File: config.mk
export PLATFORM = sky130hd
export DESIGN_NAME = spike_sparse_encoder
export DESIGN_NICKNAME = d
export VERILOG_FILES = /design/src/rtl/snn_pkg.sv /design/src/rtl/sparse_slot_packer.sv /design/src/rtl/spike_sparse_encoder.sv
export SDC_FILE = /design/constraint.sdc
export NUM_CORES = 2
export LEC_CHECK = 0
export ABC_AREA = 1
export CAP_MARGIN = 20
export CORE_MARGIN = 5
export CORE_UTILIZATION = 45
export CTS_CLUSTER_DIAMETER = 200
export DETAILED_ROUTE_END_ITERATION = 10
export PLACE_DENSITY_LB_ADDON = 0.12
export SYNTH_ARGS = -nofsm -noshare
export SYNTH_HDL_FRONTEND = slang
export SYNTH_SLANG_ARGS = --single-unit
File: constraint.sdc
create_clock -name clk -period 22.4 [get_ports clk]
set_input_delay 2.24 -clock clk [delete_from_list [all_inputs] [get_ports clk]]
set_output_delay 2.24 -clock clk [all_outputs]
set_load 0.005 [all_outputs]
File: src/rtl/snn_pkg.sv
// snn_pkg: shared sparse-word layout and encoder state type for the synaptic input stream.
package snn_pkg;
  localparam int SPARSE_SLOTS    = 3;
  localparam int SLOT_W          = 8;
  localparam int SPARSE_LAST_BIT = 31;
  typedef enum logic {IDLE, EMIT} enc_state_t;
  typedef struct packed {
    logic                                   last;
    logic [SPARSE_LAST_BIT-SPARSE_SLOTS*SLOT_W-1:0] rsvd;
    logic [SPARSE_SLOTS-1:0][SLOT_W-1:0]    slots;
  } sparse_word_t;
endpackage

File: src/rtl/sparse_slot_packer.sv
// sparse_slot_packer: picks the three lowest set bits of a mask, packs them as {v, idx} slots and clears them.
module sparse_slot_packer
  import snn_pkg::*;
#(
  parameter int DEEPTH = 128,
  parameter int IDXWID = $clog2(DEEPTH)
) (
  input  logic [DEEPTH-1:0]                    mask,
  output logic [SPARSE_SLOTS-1:0][SLOT_W-1:0]  slots,
  output logic [DEEPTH-1:0]                    cleared,
  output logic [1:0]                           count
);
  logic [IDXWID-1:0] idx;
  always_comb begin
    slots   = '0;
    cleared = mask;
    count   = '0;
    idx     = '0;
    for (int k = 0; k < SPARSE_SLOTS; k++) begin
      idx = '0;
      for (int i = DEEPTH - 1; i >= 0; i--) idx = cleared[i] ? IDXWID'(i) : idx;
      if (|cleared) begin
        slots[k] = {1'b1, 7'(idx)};
        count    = count + 2'd1;
      end
      cleared = cleared & (cleared - DEEPTH'(1));
    end
  end
endmodule

File: src/rtl/spike_sparse_encoder.sv
// spike_sparse_encoder: splits a dense spike vector into two channels of 32-bit sparse words.
// Optional SPIKE_ENC_STATS_EN adds frame_cnt / spike_cnt counters.
module spike_sparse_encoder
  import snn_pkg::*;
#(
  parameter int DEEPTH = 128,
  parameter int IDXWID = $clog2(DEEPTH)
) (
  input  logic                clk,
  input  logic                rst_n,
  input  logic                spk_valid,
  output logic                spk_ready,
  input  logic [2*DEEPTH-1:0] spk_vec,
  output logic                sparse_valid0,
  output logic                sparse_valid1,
  input  logic                sparse_ready0,
  input  logic                sparse_ready1,
  output logic [31:0]         sparse_bits0,
  output logic [31:0]         sparse_bits1
`ifdef SPIKE_ENC_STATS_EN
  ,
  output logic [15:0]         frame_cnt,
  output logic [23:0]         spike_cnt
`endif
);
  logic [1:0] idle, vld, rdy, hs;
  logic [1:0][SPARSE_SLOTS-1:0] vbits;
  logic [1:0][31:0] bits;
  logic accept;
  assign spk_ready     = &idle;
  assign accept        = spk_valid && spk_ready;
  assign rdy           = {sparse_ready1, sparse_ready0};
  assign hs            = vld & rdy;
  assign sparse_valid0 = vld[0];
  assign sparse_valid1 = vld[1];
  assign sparse_bits0  = bits[0];
  assign sparse_bits1  = bits[1];
  for (genvar c = 0; c < 2; c++) begin : g_ch
    enc_state_t state;
    sparse_word_t word;
    logic valid;
    logic [DEEPTH-1:0] rem, src, clr;
    logic [SPARSE_SLOTS-1:0][SLOT_W-1:0] slots;
    logic [1:0] cnt;
    assign src = state == IDLE ? spk_vec[c*DEEPTH +: DEEPTH] : rem;
    sparse_slot_packer #(.DEEPTH(DEEPTH), .IDXWID(IDXWID)) u_pack (
      .mask(src), .slots(slots), .cleared(clr), .count(cnt)
    );
    assign idle[c] = state == IDLE;
    assign vld[c]  = valid;
    assign bits[c] = word;
    for (genvar k = 0; k < SPARSE_SLOTS; k++) begin : g_v
      assign vbits[c][k] = word.slots[k][SLOT_W-1];
    end
    // a short pick means the mask ran dry, so last is known without waiting on the clear
    always_ff @(posedge clk or negedge rst_n) begin
      if (!rst_n) begin
        state <= IDLE;
        rem   <= '0;
        word  <= '0;
        valid <= 1'b0;
      end else if (state == IDLE ? accept : hs[c] && !word.last) begin
        state      <= EMIT;
        valid      <= 1'b1;
        rem        <= clr;
        word.last  <= cnt != 2'(SPARSE_SLOTS) || !(|clr);
        word.rsvd  <= '0;
        word.slots <= slots;
      end else if (hs[c]) begin
        state <= IDLE;
        valid <= 1'b0;
      end
    end
  end
`ifdef SPIKE_ENC_STATS_EN
  logic [2:0] add;
  always_comb begin
    add = '0;
    for (int c = 0; c < 2; c++)
      for (int k = 0; k < SPARSE_SLOTS; k++) add = add + 3'(hs[c] & vbits[c][k]);
  end
  always_ff @(posedge clk or negedge rst_n) begin
    if (!rst_n) begin
      frame_cnt <= '0;
      spike_cnt <= '0;
    end else begin
      frame_cnt <= frame_cnt + 16'(accept);
      spike_cnt <= spike_cnt + 24'(add);
    end
  end
`endif
endmodule

==> results.rst <==
.. list-table::
   :header-rows: 1

   * - Metric
     - Value
   * - Outcome
     - complete, no violations
   * - Ys Warns
     - 0
   * - Vias per cell
     - roughly 5.7
   * - Number of register bits inferred by synthesis
     - 302
   * - Fraction of synthesized cell area taken by the top area cell type
     - approximately 32%
   * - Pin count of the biggest net entering global routing
     - between 150 and 200
   * - Worst Slack Setup Final
     - 9800 ps
   * - Cell area reported after detailed placement
     - ~0.046 sq mm
   * - Critical path data required time
     - 22920 ps
   * - Setup slack after placement
     - around 9700 ps
   * - Total vias in the final route
     - approximately 57000
   * - Setup TNS Final
     - 0 ps
   * - Share of the core filled with cells
     - between 50% and 60%
   * - # rows
     - between 100 and 150
   * - Synthesized area per cell
     - 4.900 sq um
   * - Highest attainable clock frequency
     - 79.36 MHz
   * - Die Area
     - slightly below 0.1 sq mm
   * - Horizontal die dimension
     - 313.7 microns
   * - Most frequent cell after synthesis
     - sky130_fd_sc_hd__nand2_1
   * - Total congestion overflow
     - 0
   * - Lkg Pwr
     - between 20 and 25 nW
   * - Total non-filler cell area in the finished layout
     - ~0.047 sq mm
   * - Number of antenna violations at the first check in global routing
     - 3
   * - Total of cells resized after clock tree synthesis
     - 0
   * - Max-Cap Viols
     - 0
   * - Global placer's final weighted congestion
     - 1.201
   * - Routed wire per std cell
     - ~22 microns
   * - Chip height
     - approximately 310 microns
   * - Layout cell share with drive strength beyond 1
     - under 10%
   * - Portion of the post-synthesis area used by sequential elements
     - roughly 18%
   * - Worst-path fanout max
     - 6
   * - Cell count after synthesis
     - about 8500
   * - Clock network latency to the later pin of the worst-skew pair
     - 630 ps
   * - Final total power
     - a little under 0.007 W
   * - Initial Util
     - a little under half
   * - Crit path top cell by count
     - sky130_fd_sc_hd__nand2_1
   * - Worst-case clock buffer depth
     - 3
   * - Kind of end point of the critical path
     - register
   * - Least-Margin Pin Slew
     - ~1100 ps
   * - Aggregate global-route resource usage
     - roughly 42%
   * - Post-CTS setup buffer count
     - 0
   * - Maximum VDD drop
     - ~0.00011 V
   * - HPWL after DPL
     - 184.7 mm
   * - Antenna-violating nets left
     - 0
   * - Core Footprint
     - between 0.09 and 0.1 sq mm
   * - Setup repair after global routing missed its margin
     - false
   * - Num Clock Sinks
     - just over 300
   * - Clock input transition at the sequential cells of the worst setup and hold paths
     - roughly 60 ps
   * - Library cell with the largest summed area after synthesis
     - sky130_fd_sc_hd__nand2_1
   * - TritonCTS Buffers
     - between 40 and 50
   * - Synthesized area
     - 0.04151 sq mm
   * - Launching element type of the critical path
     - primary input
   * - Clk Tree Root Cell
     - sky130_fd_sc_hd__clkbuf_16
   * - Final critical-path required period
     - ~13000 ps
   * - Proportion of register bits with asynchronous set or reset after synthesis
     - between 90% and 100%
   * - IO buf count
     - ~310
   * - First-pass GRT wire length
     - between 300 and 400 mm
   * - Aggregate routed wire length
     - approximately 220 mm
   * - Data arrival time at the worst-slack endpoint
     - 13120 ps
   * - Post-route DRC violation count
     - 0
   * - Final Skew
     - approximately 33 ps
   * - Number of H-tree levels
     - 2
   * - Total of hold buffers inserted after clock tree synthesis
     - 0
   * - Iter 0 DRT Violations
     - 8045
   * - Clock tree from TritonCTS
     - done
   * - Final Hold Viols
     - 0
   * - Hold Path Class
     - register to register
   * - Number of placed I/O pins
     - 328
   * - Fraction of the cycle the final worst path needs
     - a little under three fifths
   * - Rel. slew slack
     - 26.83%
   * - EDFF count, synth
     - 0
   * - Synth top cells by count
     - sky130_fd_sc_hd__nand2_1 (3564), sky130_fd_sc_hd__nor2_1 (1635), sky130_fd_sc_hd__inv_1 (1189)
   * - Cell with the biggest individual delay on the critical path
     - sky130_fd_sc_hd__nor2_2
   * - Number of unique standard cell types used by synthesis
     - just under 60
   * - Number of global-route vias before repair
     - between 50000 and 60000
   * - Pwr/cell area
     - between 100 and 150 mW/mm^2
   * - Critical path start-end classification
     - primary input to register
   * - Area contributors post-synth
     - sky130_fd_sc_hd__nand2_1 (32%), sky130_fd_sc_hd__dfrtp_1 (18%), sky130_fd_sc_hd__nor2_1 (15%), sky130_fd_sc_hd__inv_1 (11%), sky130_fd_sc_hd__o21ai_0 (6.2%)
   * - Slowest stage delay, CP
     - ~450 ps
   * - First drt pass iteration count
     - 7
   * - Count of final setup violators
     - 0
   * - Number of diodes added for antenna fixing
     - 0
   * - Number of nets in the layout
     - around 9000
   * - Top flip-flop cell by instance count after synthesis
     - sky130_fd_sc_hd__dfrtp_1
   * - Final Max Tran Viols
     - 0
   * - Area Growth Syn to Fin
     - 13.16%
[per-stage QoR]
| stage | std cells | hold WS, ps |
|---|---|---|
| after floorplan | 8485 | 445.7 |
| after global placement | 9854 | 462.8 |
| after detailed placement | 9854 | 466.1 |
| after CTS | 9928 | 480.8 |
| after global routing | 9930 | 498.9 |
| final | 9930 | 478.1 |
[sequential cells by signal, summed over array words and instances, names as in the netlist]
| register | flops |
|---|---|
| g_ch.rem | 250 |
| sparse_bits0 | 25 |
| sparse_bits1 | 25 |
| sparse_valid0 | 1 |
| sparse_valid1 | 1 |
[worst max-delay path, delay by kind of cell]
| family | cells | cell delay [ps] |
|---|---|---|
| AO/OA/AOI/OAI | 1 | 170 |
| buffers and inverters | 2 | 580 |
| AND/OR/NAND/NOR | 132 | 10110 |
[routing by layer]
layer	GRT usage, %	up-vias	share of wire (%)
met5	0	-	0
met4	27.25	0	8.2
met3	8.188	715	11
met2	64.53	3650	42
met1	54.47	25610	39
li1	-	26570	-
[cell families after synthesis]
kind of cell | after synthesis | synth area share [%]
AO/OA/AOI/OAI | 1055 | 14.30
adder cells (fa/ha/maj) | 4 | 0.1206
buffers and inverters | 1411 | 13.35
flip-flops | 302 | 18.20
multiplexers | 1 | 0.02411
other | 1 | 0.009033
AND/OR/NAND/NOR | 5698 | 53.98
[path summary, 6_finish.rpt]
check	from	slack (ps)	to	cells after the start
hold reg to reg	sparse_bits1[17]$_DFFE_PN0P_	480	sparse_bits1[17]$_DFFE_PN0P_	1
setup reg to reg	sparse_valid1$_DFFE_PN0P_	10220	sparse_bits1[16]$_DFFE_PN0P_	145
hold / removal	sparse_bits1[17]$_DFFE_PN0P_	480	sparse_bits1[17]$_DFFE_PN0P_	1
min in group asynchronous	rst_n	1570	g_ch[1].rem[22]$_DFFE_PN0P_	1
max in group asynchronous	rst_n	18470	g_ch[0].rem[94]$_DFFE_PN0P_	3
setup / recovery	spk_vec[129]	9800	sparse_bits1[16]$_DFFE_PN0P_	135
[layout make-up]
class                      instances  area [sq um]
inverter                        1260          4745
timing repair buffer             336          3343
clock buffer                      57          1206
clock inverter                    17         168.9
sequential                       302          7565
multi-input combinational       6772         28470
tap                             1186          1484
fill                           10200         44680
[cell usage in the layout (no fill, tap or decap), types with 59 or more instances in the layout]
master                            count
sky130_fd_sc_hd__a21oi_1            203
sky130_fd_sc_hd__a31oi_1             59
sky130_fd_sc_hd__clkdlybuf4s50_1    312
sky130_fd_sc_hd__dfrtp_1            300
sky130_fd_sc_hd__inv_1             1187
sky130_fd_sc_hd__nand2_1           3562
sky130_fd_sc_hd__nand3_1            160
sky130_fd_sc_hd__nand4_1            113
sky130_fd_sc_hd__nor2_1            1635
sky130_fd_sc_hd__nor3_1              81
sky130_fd_sc_hd__o21ai_0            517
sky130_fd_sc_hd__o21ai_1             91
sky130_fd_sc_hd__o21bai_1            59
[power by group]
part           switching (W)  leakage (nW)  internal [W]
sequential          0.000179          3.83      0.000780
combinational        0.00388          19.1       0.00136
clock               0.000298         0.676      0.000401
total                0.00435          23.6       0.00255
Power figures use the tool's default switching activity.
